## config.mk

```make
export PLATFORM = sky130hd
export DESIGN_NAME = debounce_edge_ctrl
export DESIGN_NICKNAME = d
export VERILOG_FILES = /design/src/rtl/debounce_edge_ctrl.sv
export SDC_FILE = /design/constraint.sdc
export NUM_CORES = 1
export LEC_CHECK = 0
export CAP_MARGIN = 10
export CORE_ASPECT_RATIO = 1.75
export CORE_MARGIN = 8
export CORE_UTILIZATION = 29
export CTS_BUF_LIST = sky130_fd_sc_hd__clkbuf_8 sky130_fd_sc_hd__clkbuf_16
export DETAILED_ROUTE_END_ITERATION = 10
export GPL_ROUTABILITY_DRIVEN = 1
export SLEW_MARGIN = 30
export SYNTH_ARGS = -nofsm -noshare
export SYNTH_HDL_FRONTEND = slang
export SYNTH_SLANG_ARGS = --single-unit
export TNS_END_PERCENT = 10
```

## constraint.sdc

```tcl
create_clock -name clk -period 3.5 [get_ports clk]
set_clock_uncertainty 0.2 [all_clocks]
set_input_delay 0.525 -clock clk [delete_from_list [all_inputs] [get_ports clk]]
set_output_delay 0.525 -clock clk [all_outputs]
set_load 0.02 [all_outputs]
```

## src/rtl/debounce_edge_ctrl.sv

```systemverilog
// Debounce and edge control for one asynchronous level input.
// A two-flop synchronizer feeds a four-state qualification FSM. A new level is
// accepted only after STABLE_CYCLES consecutive identical synchronized samples.
// data_out, rise and fall are registered. enable_out marks the single cycle in
// which data_out carries a newly accepted value, so a downstream enable-gated
// register captures each accepted change exactly once.
// state_dbg exposes the FSM state for checkers.
`timescale 1ns/1ps
module debounce_edge_ctrl #(
   parameter int   CNT_W         = 16,
   parameter int   STABLE_CYCLES = 1000,
   parameter logic RESET_LEVEL   = 1'b0
) (
   input  logic       clk,
   input  logic       reset,       // asynchronous, active low
   input  logic       raw_in,
   output logic       data_out,
   output logic       enable_out,
   output logic       rise,
   output logic       fall,
   output logic       busy,
   output logic [1:0] state_dbg
);

   typedef enum logic [1:0] {
      STABLE_LO = 2'b00,
      CHK_HI    = 2'b01,
      STABLE_HI = 2'b10,
      CHK_LO    = 2'b11
   } state_t;

   localparam logic [CNT_W-1:0] CNT_ONE  = {{(CNT_W-1){1'b0}}, 1'b1};
   localparam logic [CNT_W-1:0] CNT_LAST = CNT_W'(STABLE_CYCLES - 1);
   localparam state_t           RST_STATE = RESET_LEVEL ? STABLE_HI : STABLE_LO;

   logic             s1_q, s1_d;
   logic             s2_q, s2_d;
   state_t           state_q, state_d;
   logic [CNT_W-1:0] cnt_q, cnt_d;
   logic             data_q, data_d;
   logic             rise_q, rise_d;
   logic             fall_q, fall_d;

   // Synchronizer next values: raw_in is read here and nowhere else.
   always_comb begin
      s1_d = raw_in;
      s2_d = s1_q;
   end

   // Qualification FSM: a departure from the stable level starts a count;
   // any sample back at the stable level abandons it without a pulse.
   always_comb begin
      state_d = state_q;
      cnt_d   = cnt_q;
      data_d  = data_q;
      rise_d  = 1'b0;
      fall_d  = 1'b0;
      case (state_q)
         STABLE_LO: begin
            if (s2_q) begin
               state_d = CHK_HI;
               cnt_d   = CNT_ONE;
            end else begin
               cnt_d   = '0;
            end
         end
         CHK_HI: begin
            if (!s2_q) begin
               state_d = STABLE_LO;
               cnt_d   = '0;
            end else if (cnt_q == CNT_LAST) begin
               state_d = STABLE_HI;
               data_d  = 1'b1;
               rise_d  = 1'b1;
               cnt_d   = '0;
            end else begin
               cnt_d   = cnt_q + CNT_ONE;
            end
         end
         STABLE_HI: begin
            if (!s2_q) begin
               state_d = CHK_LO;
               cnt_d   = CNT_ONE;
            end else begin
               cnt_d   = '0;
            end
         end
         CHK_LO: begin
            if (s2_q) begin
               state_d = STABLE_HI;
               cnt_d   = '0;
            end else if (cnt_q == CNT_LAST) begin
               state_d = STABLE_LO;
               data_d  = 1'b0;
               fall_d  = 1'b1;
               cnt_d   = '0;
            end else begin
               cnt_d   = cnt_q + CNT_ONE;
            end
         end
         default: begin
            state_d = RST_STATE;
            cnt_d   = '0;
         end
      endcase
   end

   // State register; reset aborts any qualification in progress at once.
   always_ff @(posedge clk or negedge reset) begin
      if (!reset) begin
         s1_q    <= RESET_LEVEL;
         s2_q    <= RESET_LEVEL;
         state_q <= RST_STATE;
         cnt_q   <= '0;
         data_q  <= RESET_LEVEL;
         rise_q  <= 1'b0;
         fall_q  <= 1'b0;
      end else begin
         s1_q    <= s1_d;
         s2_q    <= s2_d;
         state_q <= state_d;
         cnt_q   <= cnt_d;
         data_q  <= data_d;
         rise_q  <= rise_d;
         fall_q  <= fall_d;
      end
   end

   // Outputs come straight from registers so they are glitch-free.
   always_comb begin
      data_out   = data_q;
      rise       = rise_q;
      fall       = fall_q;
      enable_out = rise_q | fall_q;
      busy       = (state_q == CHK_HI) || (state_q == CHK_LO);
      state_dbg  = state_q;
   end

endmodule

```

==> Word level (Yosys, flattened, before mapping) <==
Index checks and enable logic that the tools add are counted.
{ "word_totals": {"inputBits": 3, "output_inout_bits": 7, "regBits": 23} }
{ "classes": {"add_sub_neg": 1, "muxes": 23, "n_bitwise": 1, "reduce_logical": 5, "n_eq_ne": 12} }
{ "ops": {"columns": ["operator", "count"], "rows": [
  ["case mux 16 bit (4 select lines)", 1],
  ["two-way mux 16 bit", 3],
  ["adder 16 x 1 -> 16 bit, second input constant", 1],
  ["equality test 16 x 10 -> 1 bit, second input constant", 1],
  ["two-way mux 2 bit", 6],
  ["inequality test 2 bit, second input constant", 6],
  ["two-way mux 1 bit", 11],
  ["case mux 2 bit (4 select lines)", 1],
  ["inequality test 3 bit, second input constant", 2],
  ["AND reduction 5 bit", 1],
  ["equality test 2 bit, second input constant", 2],
  ["AND reduction 4 bit", 1],
  ["equality test 2 x 1 -> 1 bit, second input constant", 1],
  ["zero test 2 bit", 1],
  ["case mux 1 bit (2 select lines)", 1],
  ["nonzero test 2 bit", 1],
  ["logical OR 1 bit", 1],
  ["OR 1 bit", 1]
]} }

==> Logic depth before layout (Yosys ltp) <==
Gate-level depths: netlist (run 1).
{ "logic_depth": {"depth_word": 4, "mapped_depth": 6, "ltp_nobuf": 5} }

==> Worst setup path before layout (run 1) <==
Ideal clock, no wire load.
{ "synth_path": {"path_kind": "reg-to-reg", "start": "register cnt_q[0]", "end": "register (tool-made name)", "arrival_ps": 1487, "slack_ps": 1688, "stages_incl_launch_ff": 6, "cell_sequence": "dfrtp_1 > ha_1 > nor4b_2 > and4b_4 > nand4_4 > mux2_4"} }
{ "synth_lines": {"columns": ["item", "line", "source"], "rows": [
  ["start, declared", "39", "logic [CNT_W-1:0] cnt_q, cnt_d;"],
  ["start signal, assigned", "122", "cnt_q <= cnt_d;"]
]} }

==> Worst setup path after layout (run 1) <==
{ "layout_path": {"start": "register fall_q, in the netlist fall", "end": "output port enable_out"} }
{ "layout_via": {"elab_chain_len": 1} }
{ "layout_lines": {"columns": ["item", "line", "source"], "rows": [
  ["start, declared", "42", "logic fall_q, fall_d;"],
  ["start signal, assigned", "125", "fall_q <= fall_d;"],
  ["OR 1 bit", "134", "enable_out = rise_q | fall_q;"],
  ["end, declared", "18", "output logic enable_out,"]
]} }
No other way between the ends.

==> qor.yml, run 1 <==
grt:
  met2_usage: 0.128
  overflow: 0
  grt.total_usage: 0.0761
  globalRoute.busiestLayer: "met2"
  met3_usage: 0.0183
  use_met1: 0.0910
  antenna_found_initial: 0
  grt_max_degree: 24
  grt_pass1_wl_um: 3900
  first_global_vias: 823
cts:
  path_clk_slew_ns: 0.08
  clockBufferDepth: 2
  cts_tree: "done"
  holdBufCountCts: 0
  ctsResizeCount: 0
  cts_setup_buffers: 0
  insertion_delay_ns: 0.27
  cts-buffers-inserted: 3
  cts-root-buf: "clkbuf_8"
  clkSinkCount: 23
  h-tree-depth: 1
timing:
  period_needed_ns: 2.20
  tightestPinTransition_ns: 0.523
  rsz0062_at_grt: "no"
  timing.fmax_mhz: 455
  setup_violations: 0
  hold_viol: 0
  drv_slew: 0
  relSlewSlack: 0.651
  timing.final.crit_share: 0.628
  fin_setup_tns_ns: 0
synth:
  synth-seq-cells: 23
  synth_common_cells: "dfrtp_1, nor2_1, xor2_1, nand2_1, xnor2_1"
  syn_avg_cell_area_sq_um: 10.9
  async_reset_ff_frac: 1.00
  yosys_warnings: 0
  synth_top_area_frac: 0.512
  yosysMostFrequentCell: "dfrtp_1"
  syn_inst: 103
  synthTopCellsByArea: "dfrtp_1, nor2_1, xor2_1, xnor2_1, nand4_1"
  synthFlopType: "dfrtp_1"
  synth_top_area_cell: "dfrtp_1"
  synth_cell_types: 28
  syn-num-nets: 107
  synth_area_sq_um: 1120
  ys_seq_area_frac: 0.512
  synth_edf_count: 0
worst_setup_path:
  cp_max_fo: 2
  endpoint_kind: "output pin"
  path_class: "reg2out"
  r2r.worst_path.cells: 5
  crit_path_start_kind: "flip-flop"
  critPathArrivalTime_ns: 1.47
  required_ns: 2.77
placement:
  placed_area_sq_um: 1250
  hpwl_um: 1620
  gp_congestion: 0.747
  port_buffers: 9
worst_hold_path:
  hp-class: "in2async"
cells_and_area:
  multi_input_comb_area_sq_um: 512
  drive_gt1_frac: 0.159
  fillers: 407
  ff_latch_area_sq_um: 576
  area_growth_pct: 14.7
  final_cell_area_sq_um: 1290
  diodes: 0
  final_net_count: 118
job:
  maxCapViolations: 0
route:
  wl_um: 2190
  route.detailed.drc: 0
  final_antenna_net_count: 0
  dr.pass1.iters: 4
  first_iter_violations: 5
  vias: 757
  avgRoutedWirePerCell_um: 13.6
  via_per_inst: 4.70
die:
  core_sq_um: 3790
  io_pins: 10
  row_count: 30
  dieHeight_um: 98.4
  fp.dieW_um: 63.1
  initial_utilization: 0.297
  die_area_sq_um: 6210
power_and_ir_drop:
  worst_ir_drop_vdd_v: 0.000306
  power.leakage_nw: 0.514
  p_total_mw: 0.461
  powerDensity_nw_per_um2: 358
status:
  status: "complete, no violations"
-- where the power goes --
| part | leakage [nW] | total (mW) | internal [mW] | switching, mW |
|---|---|---|---|---|
| clock network | 0.0255 | 0.168 | 0.0796 | 0.0885 |
| logic | 0.177 | 0.0206 | 0.00754 | 0.0130 |
| registers | 0.312 | 0.273 | 0.269 | 0.00411 |
-- cell type report --
type | instances | area share
Clock inverter | 1 | 0.00388
Timing Repair Buffer | 9 | 0.0660
Sequential cell | 23 | 0.446
Inverter | 3 | 0.00873
Clock buffer | 3 | 0.0320
Multi-Input combinational cell | 74 | 0.397
Tap cell | 48 | 0.0466
-- metrics by stage --
stage	setup slack [ns]	hold WS (ns)	instances	util
floorplan	1.69	0.0294	103	-
detailed placement	1.47	0.140	157	0.329
global placement	1.48	0.143	157	0.329
finish	1.30	0.0229	161	0.340
global route	1.25	0.0797	161	0.340
CTS	1.29	0.161	161	0.342
-- registers in the layout (all words and copies together) (netlist names), named ones only --
register / count
state_dbg: 1
s1_q: 1
cnt_q: 16
rise: 1
s2_q: 1
data_out: 1
fall: 1
-- path summary, 6_finish.rpt --
check	startpoint	to	slack [ns]
worst min-delay path	reset	cnt_q[15]$_DFF_PN0_	0.02
worst max-delay path	fall$_DFF_PN0_	enable_out	1.30
max in group asynchronous	reset	cnt_q[2]$_DFF_PN0_	2.73
min in group clk	s1_q$_DFF_PN0_	s2_q$_DFF_PN0_	0.16
worst min register to register	s1_q$_DFF_PN0_	s2_q$_DFF_PN0_	0.16
worst max register to register	cnt_q[0]$_DFF_PN0_	flip-flop	1.49
-- worst max-delay path, cell delays in order, from the launching register on --
cell and delay (ns):
dfrtp_1 0.38, or2_2 0.29, clkdlybuf4s50_1 0.54
-- routing by layer --
| metal | vias up | wire (um) |
|---|---|---|
| met1 | 371 | 951 |
| met4 | 0 | 24 |
| li1 | 372 | - |
| met3 | 2 | 88 |
| met5 | - | 0 |
| met2 | 12 | 1120 |
-- cells by family after synthesis --
logic type / Yosys count / synth area share
flip-flops: 23 / 0.512
adder cells (fa/ha/maj): 1 / 0.0111
buffers and inverters: 6 / 0.0334
XOR/XNOR: 15 / 0.117
AO/OA/AOI/OAI: 4 / 0.0367
multiplexers: 1 / 0.0133
AND/OR/NAND/NOR: 53 / 0.277
-- cell usage in the layout (no fill, tap or decap), types with 3 or more instances in the layout --
cell / netlist / final
nand4_1: 5 / 5
xor2_1: 8 / 8
clkbuf_8: 0 / 3
nand2_1: 7 / 7
dfrtp_1: 23 / 23
nand3_1: 4 / 4
xnor2_1: 7 / 7
inv_1: 3 / 3
nor3_1: 3 / 3
and2_2: 3 / 3
nor2_1: 19 / 19
clkdlybuf4s50_1: 0 / 8
Power figures use the tool's default switching activity.
==> run 2: changes to the inputs <==
- clock period: 3.5 -> 2 ns (I/O delays scaled with it)
==> qor.yml, run 2 (synthesis gave the netlist of run 1 again) <==
status:
  status: "complete, no violations"
power_and_ir_drop:
  p_sw_frac: 0.223  # -0.00613
  p_sw_mw: 0.180  # +70%
  clkPwrFrac: 0.357  # -0.007
  intPower_mw: 0.628  # +77%
  p_seq_frac: 0.590  # about the same
  worst_ir_drop_vdd_v: 0.000362  # +18%
  p_comb_frac: 0.053  # +0.008
  power.leakage_nw: 0.532  # +3.4%
  p_total_mw: 0.808  # +75%
  powerDensity_nw_per_um2: 613  # +71%
timing:
  fin_setup_tns_ns: 0  # unchanged
  drv_slew: 0  # unchanged
  timing.final.crit_share: 0.951
  rsz0062_at_grt: "no"
  period_needed_ns: 1.90
  relSlewSlack: 0.757  # +0.106
  setup_violations: 0  # unchanged
  hold_viol: 0  # unchanged
  tightestPinTransition_ns: 0.362  # -0.162 ns
  timing.fmax_mhz: 526
grt:
  overflow: 0  # unchanged
  grt_max_degree: 24  # unchanged
  antenna_found_initial: 0  # unchanged
  first_global_vias: 887  # +7.8%
  grt.total_usage: 0.0721  # -0.00397
  grt_pass1_wl_um: 3750  # -3.7%
worst_setup_path:
  path_delay_family: "buffers and inverters"
  cp_max_fo: 6  # +4
  worst-r2r-setup-slack_ns: 0.11  # -1.38 ns
  path_buf_inv: 1  # unchanged
  path_class: "reg2out"
  slowest_delay_ns: 0.66  # +0.12 ns
  rr_startpoint: "cnt_q[1]$_DFF_PN0_"
  required_ns: 1.50  # -1.27 ns
  cpMaxStageDelayCell: "clkdlybuf4s50_1"
  crit_path_cell_trace: "clkdlybuf4s50_1"
  endpoint_kind: "output pin"
  r2r.worst_path.cells: 5  # unchanged
  crit_path_start_kind: "flip-flop"
  critPathArrivalTime_ns: 1.40  # -0.07 ns
cells_and_area:
  largest_register_ff_count: 16  # unchanged
  drive_gt1_frac: 0.181  # +0.0217
  fin_util: 0.348  # +0.00759
  area_growth_pct: 17.2
  stdcell_count: 164  # +1.9%
  most-common-layout-cells: "dfrtp_1, nor2_1, xor2_1, clkdlybuf4s50_1"
  diodes: 0  # unchanged
  final_net_count: 121  # +2.5%
  layout_commonest_cell: "dfrtp_1"
  top_register: "cnt_q"
cts:
  clkSinkCount: 23  # unchanged
  cts-buffers-inserted: 3  # unchanged
  insertion_delay_ns: 0.27  # about the same
  cts_tree: "done"
  path_clk_slew_ns: 0.08  # about the same
  clockBufferDepth: 2  # unchanged
  h-tree-depth: 1  # unchanged
  cts-root-buf: "clkbuf_8"
job:
  maxCapViolations: 0  # unchanged
die:
  core_sq_um: 3790  # unchanged
  io_pins: 10  # unchanged
  dieHeight_um: 98.4  # unchanged
  initial_utilization: 0.297  # unchanged
  fp.dieW_um: 63.1  # unchanged
  die_area_sq_um: 6210  # unchanged
  row_count: 30  # unchanged
worst_hold_path:
  hp-class: "reg2reg"
  min_from: "s1_q$_DFF_PN0_"
  min_path_cells: 0
  holdPathEnd: "s2_q$_DFF_PN0_"
route:
  dr.pass1.iters: 6  # +2
  vias: 794  # +4.9%
  wl_um: 2160  # -1.2%
  final_antenna_net_count: 0  # unchanged
  via_per_inst: 4.84  # +3.0%
  first_iter_violations: 13  # +8
  route.detailed.drc: 0  # unchanged
  avgRoutedWirePerCell_um: 13.2  # -3.0%
placement:
  port_buffers: 9  # unchanged
  hpwl_um: 1570  # -3.0%
  dp_cells: 158  # +0.64%
  gp_congestion: 0.767  # +2.7%
run 2: changes by cell type in the layout (fill, tap and decap cells not counted):
| cell | delta |
|---|---|
| buf_2 | -1 |
| buf_4 | +3 |
| dlygate4sd2_1 | +1 |
| ha_1 | -1 |
| ha_2 | +1 |
run 2: routing by layer:
layer  global-route usage  share of wire  vias to the layer above  routed length, um
met5                    0              0                        -                  0
met4               0.0283          0.018                        0                 39
met3               0.0172          0.038                        6                 81
met2                0.127           0.53                       23               1140
met1               0.0801           0.42                      385                897
li1                     -              -                      380                  -
run 2: through the flow:
step                instance area, sq um  hold WS, ns  setup WS, ns
floorplan                           1120       -0.196         0.188
global placement                    1260        0.143         0.139
detailed placement                  1260        0.139        0.0742
CTS                                 1300        0.162        0.0593
global route                        1320        0.175       0.00665
finish                              1320        0.158        0.0985
run 2: worst register-to-register path: stages, from the launching register on:
cell and delay (ns):
dfrtp_1 0.39, ha_2 0.22, nor4b_2 0.20, and4b_4 0.30
nand4_4 0.14, mux2_4 0.32
run 2: worst max path at each step:
stage | startpoint | end | slack, ns | cells past startpoint
floorplan | cnt_q[0]$_DFF_PN0_ | flip-flop | 0.19 | 5
global placement | cnt_q[0]$_DFF_PN0_ | flip-flop | 0.14 | 5
detailed placement | cnt_q[0]$_DFF_PN0_ | flip-flop | 0.07 | 5
CTS | cnt_q[0]$_DFF_PN0_ | flip-flop | 0.06 | 5
global route | cnt_q[1]$_DFF_PN0_ | flip-flop | 0.007 | 5
finish | state_dbg[0]$_DFFE_PN0P_ | state_dbg[0] | 0.1 | 1
run 2: power groups by stage:
| stage | logic [mW] | clock network [mW] | registers [mW] |
|---|---|---|---|
| after global routing | 0.0484 | 0.315 | 0.478 |
| after global placement | 0.0388 | 0 | 0.486 |
| after detailed placement | 0.0393 | 0 | 0.487 |
| after CTS | 0.0394 | 0.300 | 0.477 |
| final | 0.0426 | 0.289 | 0.477 |
| after floorplan | 0.0186 | 0 | 0.486 |
run 2: final cells by class:
type / count / area, sq um
Fill cell: 391 / 2470
Sequential cell: 23 / 576
Multi-Input combinational cell: 74 / 514
Timing Repair Buffer: 12 / 111
Tap cell: 48 / 60.1
Clock buffer: 3 / 41.3
Inverter: 3 / 11.3
Clock inverter: 1 / 5.00
run 2: what timing repair did:
| item | in CTS | in global routing |
|---|---|---|
| hold buffers | 0 | 0 |
| setup buffers | 0 | 2 |
| gates resized for setup | 1 | 1 |
| setup endpoints to repair | 1 | 1 |
==> patch: new RTL, flow settings as in run 2 <==
Change the parameter `RESET_LEVEL` from 1'b0 to 1'b1.
--- a/src/rtl/debounce_edge_ctrl.sv
+++ b/src/rtl/debounce_edge_ctrl.sv
@@ -11,3 +11,3 @@
    parameter int   STABLE_CYCLES = 1000,
-   parameter logic RESET_LEVEL   = 1'b0
+   parameter logic RESET_LEVEL   = 1'b1
 ) (
Behaviour: not the same (Yosys sat finds a counterexample within 4 cycles, from zero or initial values and one cycle with reset low).
==> patch against run 2 <==
Synthesized area grew 0.44%; worst setup slack lost 54 ps; sequential cell count is the same; worst hold slack gained 4.1 ps; final area shrank 0.85%; total power shrank 0.64%; wire length is the same.
==> patch: results (changes against run 2) <==
Place
  – DP HPWL: 1.63 mm (+4.2%)
  – GPL Wtd Cong: 0.753 (-1.9%)

STA
  – Worst Max-Slew Pin Slew: 345 ps (-17.1 ps)
  – Worst hold slack: 162 ps (+4.06 ps)
  – Tmin final: 1960 ps (+53.9 ps)

Logic synthesis
  – Seq/Total Area, Yosys: 51.4% (+0.22 points)
  – Average cell area after synthesis: 11.0 um2 (+0.44%)
  – Unique masters post-synth: 29 (+3.6%)

Pwr
  – Lkg Pwr: 0.513 nW (-3.5%)

Final layout
  – Finished Layout Cells: 162 (-1.2%)
  – Area of the multi-input gates: 512 um2 (-0.49%)

Drt
  – DRT iter0 DRCs: 12 (-1)
  – Pre-antenna DRT Iters: 4 (-2)
  – DR WL met2: 1.15 mm (+0.53%)
  – Vias after detailed routing: 788 (-0.76%)
  – Met1 wire length: 852 um (-5.0%)
  – Final WL: 2.16 mm (unchanged)

Critical path
  – R2R Setup Slk: 160 ps (+50 ps)
  – RR Startpoint: cnt_q[0]
  – Largest stage delay, worst path: 610 ps (-50 ps)
  – CP endpoint: state_dbg[1]
  – CP Max Fanout: 4 (-2)

GRT
  – First-pass GRT wire length: 3.92 mm (+4.4%)
  – Met2 Use GR: 13.5% (+0.79 points)
  – GR Util All Layers: 7.61% (+0.40 points)
  – Met1 usage: 7.72% (-0.29 points)

Worst hold path
  – Hold Path End: s2_q
  – Hold Crit Start: s1_q

Run status
  – Outcome: finished clean
## patch: what timing repair did
item                       CTS  global route
resized for setup            1             1
setup endpoints to repair    1             1
hold buffers                 0             0
## patch: kinds of logic after synthesis
| logic type | Yosys count | share of synthesized area (%) |
|---|---|---|
| AOI/OAI and AO/OA | 4 | 3.65 |
| xor gates and xnor gates | 15 | 11.6 |
| adders and majority gates | 1 | 1.11 |
| buffers and inverters | 6 | 3.32 |
| DFF | 23 | 51.4 |
| muxes | 1 | 1.33 |
| and+or+nand+nor | 53 | 27.6 |
## patch: layout make-up
type | count | share of cell area, %
well taps | 48 | 4.59
flip-flops and latches | 23 | 44.5
multi-input cells | 74 | 39.1
clock inverters | 1 | 0.383
clock buffers | 3 | 3.16
repair buffers | 10 | 7.37
inverters | 3 | 0.861
## patch: power breakdown
part,internal (mW),switching [mW],leakage (nW)
registers,0.473,0.00730,0.301
logic,0.0153,0.0222,0.186
clock network,0.139,0.147,0.0255
